==> src/rtl/drive_arbiter.sv <==
// drive_arbiter: selects between the autonomous drive command and IR-remote manual
// driving, and sequences the result onto a registered motor command bus. A command
// must be held for a minimum dwell before another non-Stop command replaces it, and
// every left/right reversal or mode switch inserts a forced Stop dead-time.
//
// Ports:
//   clk           system clock
//   resetn        asynchronous active-low reset
//   auto_cmd      autonomous command (0 Stop,1 TurnLeft,2 Left,3 Straight,4 Right,5 TurnRight; 6/7 Stop)
//   auto_valid    auto_cmd is meaningful; low means the auto request is Stop
//   ir_command    decoded IR code
//   ir_data_ready one-cycle strobe qualifying ir_command
//   motor_cmd     registered command to the motor stage
//   manual_mode   1 = manual source selected
//   dead_active   1 while the forced Stop dead-time runs
//   cmd_changed   one-cycle pulse on the cycle motor_cmd takes a new value
module drive_arbiter #(
  parameter int unsigned MIN_DWELL      = 25_000_000,
  parameter int unsigned DEAD_TIME      = 10_000_000,
  parameter int unsigned MANUAL_TIMEOUT = 12_500_000,
  parameter logic [31:0] KEY_MANUAL     = 32'hfb046b86,
  parameter logic [31:0] KEY_AUTO       = 32'hfa056b86,
  parameter logic [31:0] KEY_FWD        = 32'hf7086b86,
  parameter logic [31:0] KEY_LEFT       = 32'hf6096b86,
  parameter logic [31:0] KEY_RIGHT      = 32'hf50a6b86,
  parameter logic [31:0] KEY_STOP       = 32'hf40b6b86
) (
  input  logic        clk,
  input  logic        resetn,
  input  logic [2:0]  auto_cmd,
  input  logic        auto_valid,
  input  logic [31:0] ir_command,
  input  logic        ir_data_ready,
  output logic [2:0]  motor_cmd,
  output logic        manual_mode,
  output logic        dead_active,
  output logic        cmd_changed
);

  localparam int unsigned DWELL_W = $clog2(MIN_DWELL + 1);
  localparam int unsigned DEAD_W  = $clog2(DEAD_TIME + 1);
  localparam int unsigned TMO_W   = $clog2(MANUAL_TIMEOUT + 1);

  localparam logic [DWELL_W-1:0] DWELL_SAT = DWELL_W'(MIN_DWELL);
  localparam logic [DEAD_W-1:0]  DEAD_LAST = DEAD_W'(DEAD_TIME - 1);
  localparam logic [TMO_W-1:0]   TMO_SAT   = TMO_W'(MANUAL_TIMEOUT);

  localparam logic [0:0] ST_RUN  = 1'b0;
  localparam logic [0:0] ST_DEAD = 1'b1;

  localparam logic [2:0] CMD_STOP       = 3'd0;
  localparam logic [2:0] CMD_TURN_LEFT  = 3'd1;
  localparam logic [2:0] CMD_LEFT       = 3'd2;
  localparam logic [2:0] CMD_STRAIGHT   = 3'd3;
  localparam logic [2:0] CMD_RIGHT      = 3'd4;
  localparam logic [2:0] CMD_TURN_RIGHT = 3'd5;

  logic [0:0]         state_q, state_d;
  logic [2:0]         motor_q, motor_d;
  logic               changed_q, changed_d;
  logic               mode_q, mode_d;
  logic [2:0]         man_cmd_q, man_cmd_d;
  logic [TMO_W-1:0]   tmo_q, tmo_d;
  logic [DWELL_W-1:0] dwell_q, dwell_d;
  logic [DEAD_W-1:0]  dead_q, dead_d;

  logic       mode_switch;
  logic [2:0] req;
  logic       reversal;

  // Registered request sources feed the request, so IR keys reach the motor two edges later.
  always_comb begin
    req = CMD_STOP;
    if (mode_q) begin
      if (tmo_q != TMO_SAT) req = man_cmd_q;
    end else if (auto_valid && (auto_cmd <= CMD_TURN_RIGHT)) begin
      req = auto_cmd;
    end
  end

  // Left-family to right-family (or back) needs a dead-time to spare the gearbox.
  always_comb begin
    reversal = 1'b0;
    if (((motor_q == CMD_TURN_LEFT) || (motor_q == CMD_LEFT)) &&
        ((req == CMD_RIGHT) || (req == CMD_TURN_RIGHT)))
      reversal = 1'b1;
    if (((motor_q == CMD_RIGHT) || (motor_q == CMD_TURN_RIGHT)) &&
        ((req == CMD_TURN_LEFT) || (req == CMD_LEFT)))
      reversal = 1'b1;
  end

  assign mode_switch = ir_data_ready &&
                       (((ir_command == KEY_MANUAL) && !mode_q) ||
                        ((ir_command == KEY_AUTO) && mode_q));

  // Next-state and output logic.
  always_comb begin
    state_d   = state_q;
    motor_d   = motor_q;
    dwell_d   = dwell_q;
    dead_d    = dead_q;
    mode_d    = mode_q;
    man_cmd_d = man_cmd_q;
    tmo_d     = tmo_q;
    changed_d = 1'b0;

    // Manual command register and its inactivity timeout, updated in either mode.
    if (tmo_q != TMO_SAT) tmo_d = tmo_q + TMO_W'(1);
    if (ir_data_ready) begin
      case (ir_command)
        KEY_FWD:   begin man_cmd_d = CMD_STRAIGHT;   tmo_d = '0; end
        KEY_LEFT:  begin man_cmd_d = CMD_TURN_LEFT;  tmo_d = '0; end
        KEY_RIGHT: begin man_cmd_d = CMD_TURN_RIGHT; tmo_d = '0; end
        KEY_STOP:  begin man_cmd_d = CMD_STOP;       tmo_d = '0; end
        default:   ;
      endcase
    end

    if (mode_switch) begin
      // Mode switch overrides any request change and restarts the dead-time.
      mode_d  = !mode_q;
      state_d = ST_DEAD;
      motor_d = CMD_STOP;
      dead_d  = '0;
    end else begin
      case (state_q)
        ST_RUN: begin
          if (dwell_q != DWELL_SAT) dwell_d = dwell_q + DWELL_W'(1);
          if (req != motor_q) begin
            if (req == CMD_STOP) begin
              motor_d = CMD_STOP;
              dwell_d = '0;
            end else if ((motor_q == CMD_STOP) || (dwell_q == DWELL_SAT)) begin
              if (reversal) begin
                state_d = ST_DEAD;
                motor_d = CMD_STOP;
                dead_d  = '0;
              end else begin
                motor_d = req;
                dwell_d = '0;
              end
            end
          end
        end
        ST_DEAD: begin
          motor_d = CMD_STOP;
          if (dead_q == DEAD_LAST) begin
            // Nothing pending is kept; the request is re-sampled in RUN with dwell satisfied.
            state_d = ST_RUN;
            dwell_d = DWELL_SAT;
          end else begin
            dead_d = dead_q + DEAD_W'(1);
          end
        end
        default: state_d = ST_RUN;
      endcase
    end

    changed_d = (motor_d != motor_q);
  end

  // State and datapath registers.
  always_ff @(posedge clk or negedge resetn) begin
    if (!resetn) begin
      state_q   <= ST_RUN;
      motor_q   <= CMD_STOP;
      changed_q <= 1'b0;
      mode_q    <= 1'b0;
      man_cmd_q <= CMD_STOP;
      tmo_q     <= TMO_SAT;
      dwell_q   <= DWELL_SAT;
      dead_q    <= '0;
    end else begin
      state_q   <= state_d;
      motor_q   <= motor_d;
      changed_q <= changed_d;
      mode_q    <= mode_d;
      man_cmd_q <= man_cmd_d;
      tmo_q     <= tmo_d;
      dwell_q   <= dwell_d;
      dead_q    <= dead_d;
    end
  end

  assign motor_cmd   = motor_q;
  assign manual_mode = mode_q;
  assign dead_active = (state_q == ST_DEAD);
  assign cmd_changed = changed_q;

endmodule

==> config.mk <==
export PLATFORM = sky130hd
export DESIGN_NAME = drive_arbiter
export DESIGN_NICKNAME = d
export VERILOG_FILES = /design/src/rtl/drive_arbiter.sv
export SDC_FILE = /design/constraint.sdc
export NUM_CORES = 1
export LEC_CHECK = 0
export ABC_AREA = 1
export CAP_MARGIN = 20
export CORE_ASPECT_RATIO = 2
export CORE_UTILIZATION = 45
export CTS_BUF_LIST = sky130_fd_sc_hd__clkbuf_16
export DETAILED_ROUTE_END_ITERATION = 12
export GPL_TIMING_DRIVEN = 0
export PLACE_DENSITY = 0.78
export SYNTH_ARGS = -nofsm -noshare
export SYNTH_HDL_FRONTEND = slang
export SYNTH_SLANG_ARGS = --single-unit
==> constraint.sdc <==
create_clock -name clk -period 2.1 [get_ports clk]
set_input_delay 0.42 -clock clk [delete_from_list [all_inputs] [get_ports clk]]
set_output_delay 0.42 -clock clk [all_outputs]
set_load 0.02 [all_outputs]
==> run_results.csv <==
group,metric,value,unit
clock_tree,clk_latency,340,ps
finish,syn_to_final_growth,29.0,%
finish,finalInstanceArea,7110,um2
synthesis,yosys_warnings,0,
setup_path,endpoint_kind,"flop",
finish,antenna_cells,0,
sta,period_minus_slack,2400,ps
route,vias,5560,
setup_path,worstPathCellList,"inv_2 > ha_4 > inv_2 > nor2_1 > nand2_1 > nor2_2 > nand3_4 > nand2_4 > nand3_4 > nor2_4 > nand3_4 > nand2_4 > nand4_4 > nand2_4 > buf_8 > clkbuf_16 > o32ai_1",
die,rows,56,
synthesis,synth_top_cell_by_area,"dfrtp_1",
synthesis,yosysSeqAreaShare,0.377,
sta,clock_skew,4.93,ps
sta,setup_tns,-12380,ps
hold_path,hold_class,"primary input to async pin",
route,wire_per_inst,15.9,um
power,p_per_area,471,nW/um2
clock_tree,clockBufferDepth,2,
die,start_util,0.466,
power,p_seq_frac,0.477,
global_route,grt_pass1_wl,25600,um
synthesis,ys_seq_elements,82,
finish,nFillCells,1026,
finish,layout.nets,878,
place,post-dp-hpwl,11100,um
setup_path,start_kind,"flop",
power,swShare,0.227,
place,place_area,6150,um2
die,die_w,80.3,um
setup_path,cp_slowest_cell,"dfrtp_1",
sta,rsz0062_at_grt,"true",
sta,slew_viol_final,0,
synthesis,avgSynthCellArea,7.34,um2
sta,hold_viol,0,
global_route,grt_pass1_vias,5682,
setup_path,path_class,"flop to flop",
sta,slew-limit-headroom,0.597,
sta,setup_viol,58,
global_route,overflow,0,
die,core,11800,um2
clock_tree,postCtsHoldBufs,0,
clock_tree,cts_buffers,9,
setup_path,reg2reg_slack,-300,ps
sta,max_freq,416,MHz
setup_path,crit_family,"simple AND/OR/NAND/NOR gates",
power,leakagePower,3.15,nW
setup_path,crit_fanout,6,
route,first_iter_violations,284,
die,die_y,159,um
sta,setup_slack,-304,ps
global_route,grtUsageTotal,0.261,
setup_path,cp.buffers_inverters,4,
synthesis,yosysUniqueCellTypes,46,
power,p_int,2.59,mW
finish,layout.cells.most_common,"nand2_1",
synthesis,syn_area,5520,um2
power,pwr-share-clk,0.472,
power,total_power,3.35,mW
synthesis,synth_enable_flop_cells,0,
sta,period_share,1.14,
synthesis,synthCells,752,
clock_tree,cts_tree,"done",
global_route,antenna_found_initial,0,
finish,drive_gt1_frac,0.223,
place,io_buffer_count,43,
status,status,"finished with violations",
synthesis,synth_top_cells_by_area,"dfrtp_1 (26%), dfstp_2 (11%), nand2_1 (10%)",
route,ant_nets,0,
clock_tree,cts_root_buf,"clkbuf_16",
status,violations,"setup timing",
setup_path,required,2310,ps
clock_tree,cts.sinks,82,
synthesis,synthFlopType,"dfrtp_1",
route,routed_via_density,5.65,
sta,holdWs,78.3,ps
setup_path,arrival,2610,ps
setup_path,critical_path.max_stage_delay,410,ps
clock_tree,htree_levels,3,
synthesis,yosys.area.top_type_share,0.263,
die,ios,45,
route,drt-total-wl,15700,um
clock_tree,path_clk_slew,60,ps
synthesis,synth-async-reset-ratio,1.00,
synthesis,syn_nets,796,
die,die-area,12700,um2
sta,worst_pin_slew,605,ps
place,gp_congestion,0.936,
power,ir_worst_vdd,0.408,mV
route,firstDrtPassIters,5,
route,drc,0,
power,comb_power_share,0.052,
power,p_switching,759,uW
finish,final_core_util,0.601,
job,cap_violations,0,
finish,mostFrequentLayoutCells,"nand2_1 (131), inv_1 (103), nor2_1 (80)",
global_route,grt_start_max_net_pins,47,
==> state kept, by name, summed over array words and instances (netlist names) <==
name	cells
dead_q	24
dwell_q	25
dead_active	1
man_cmd_q	3
cmd_changed	1
motor_cmd	3
manual_mode	1
tmo_q	24
==> power groups by stage <==
| stage | clock network, mW | logic, mW | registers (mW) |
|---|---|---|---|
| after floorplan | 0 | 0.0455 | 1.62 |
| after global placement | 0 | 0.163 | 1.62 |
| after detailed placement | 0 | 0.169 | 1.62 |
| after CTS | 1.60 | 0.170 | 1.60 |
| after global routing | 1.68 | 0.192 | 1.60 |
| final | 1.58 | 0.173 | 1.60 |
==> worst reg2reg max path: cells and delay by family, from the launching register on <==
family          cells  cell delay [ps]
compound gates      1               60
simple gates       11             1220
fa+ha+maj           1              140
flops               1              410
buf+inv             4              430
==> cells by family after synthesis <==
logic type,Yosys count,share of synthesized area
multiplexers,2,0.00386
AO/OA/AOI/OAI,78,0.0882
AND/OR/NAND/NOR,407,0.347
buffers and inverters,129,0.0946
flip-flops,82,0.377
adder cells (fa/ha/maj),5,0.0113
XOR/XNOR,49,0.0778
==> timing repair <==
item | in CTS | in global routing
pin swaps | 7 | 17
gates cloned | 2 | 1
gates resized for setup | 62 | 53
buffers inserted | 12 | 12
setup endpoints to repair | 74 | 80
==> synth_stat cells, types with 2 or more instances <==
library cell	count
o21ai_1	10
o22ai_1	10
dfrtp_1	58
a21boi_1	2
nand2_2	10
nor3_2	2
inv_1	107
xor2_1	42
o21ai_0	11
nand4_1	44
nor3_1	26
a21oi_1	21
clkbuf_1	5
dfstp_2	24
nand3_1	46
buf_6	2
xnor2_1	7
nand2_1	150
nor2_1	93
ha_1	5
nor2_4	2
nor3b_1	3
buf_4	2
o32ai_1	7
o31ai_1	2
nand3_2	5
or2_2	2
a2bb2oi_1	4
inv_2	9
buf_2	3
a22oi_1	5
nor4_1	15
nor2_2	5
==> final timing paths <==
check / start / cells past startpoint / endpoint
max: tmo_q[0] / 17 / dead_q[16]
min: resetn / 1 / tmo_q[0]
max reg2reg: tmo_q[0] / 17 / dead_q[16]
min reg2reg: man_cmd_q[2] / 2 / man_cmd_q[2]
max in group asynchronous: resetn / 2 / dwell_q[19]
min in group clk: man_cmd_q[2] / 2 / man_cmd_q[2]
==> layout make-up <==
cell class,count,area (um2),area share
Multi-Input combinational cell,541,3280,0.461
Clock inverter,7,68.8,0.00967
Tap cell,145,181,0.0255
Timing Repair Buffer,71,708,0.0995
Clock buffer,9,225,0.0317
Sequential cell,82,2080,0.293
Inverter,116,445,0.0626
Buffer,13,120,0.0169
==> layer usage <==
layer  global-route usage  wire length (um)  vias up
li1                     -                 -     2663
met1                0.240              5370     2637
met2                0.510              8850      183
met3               0.0304               446       77
met4                0.182              1000        0
met5                    0                 0        -
==> stage by stage <==
step           worst slack [ps]  std cells
3_5_place_dp               -848        941
3_3_place_gp              -2380        940
2_1_floorplan              44.7        752
4_1_cts                    -217        971
5_1_grt                    -383        984
6_report                   -304        984
Note: power is estimated with default switching activity, not from simulation.
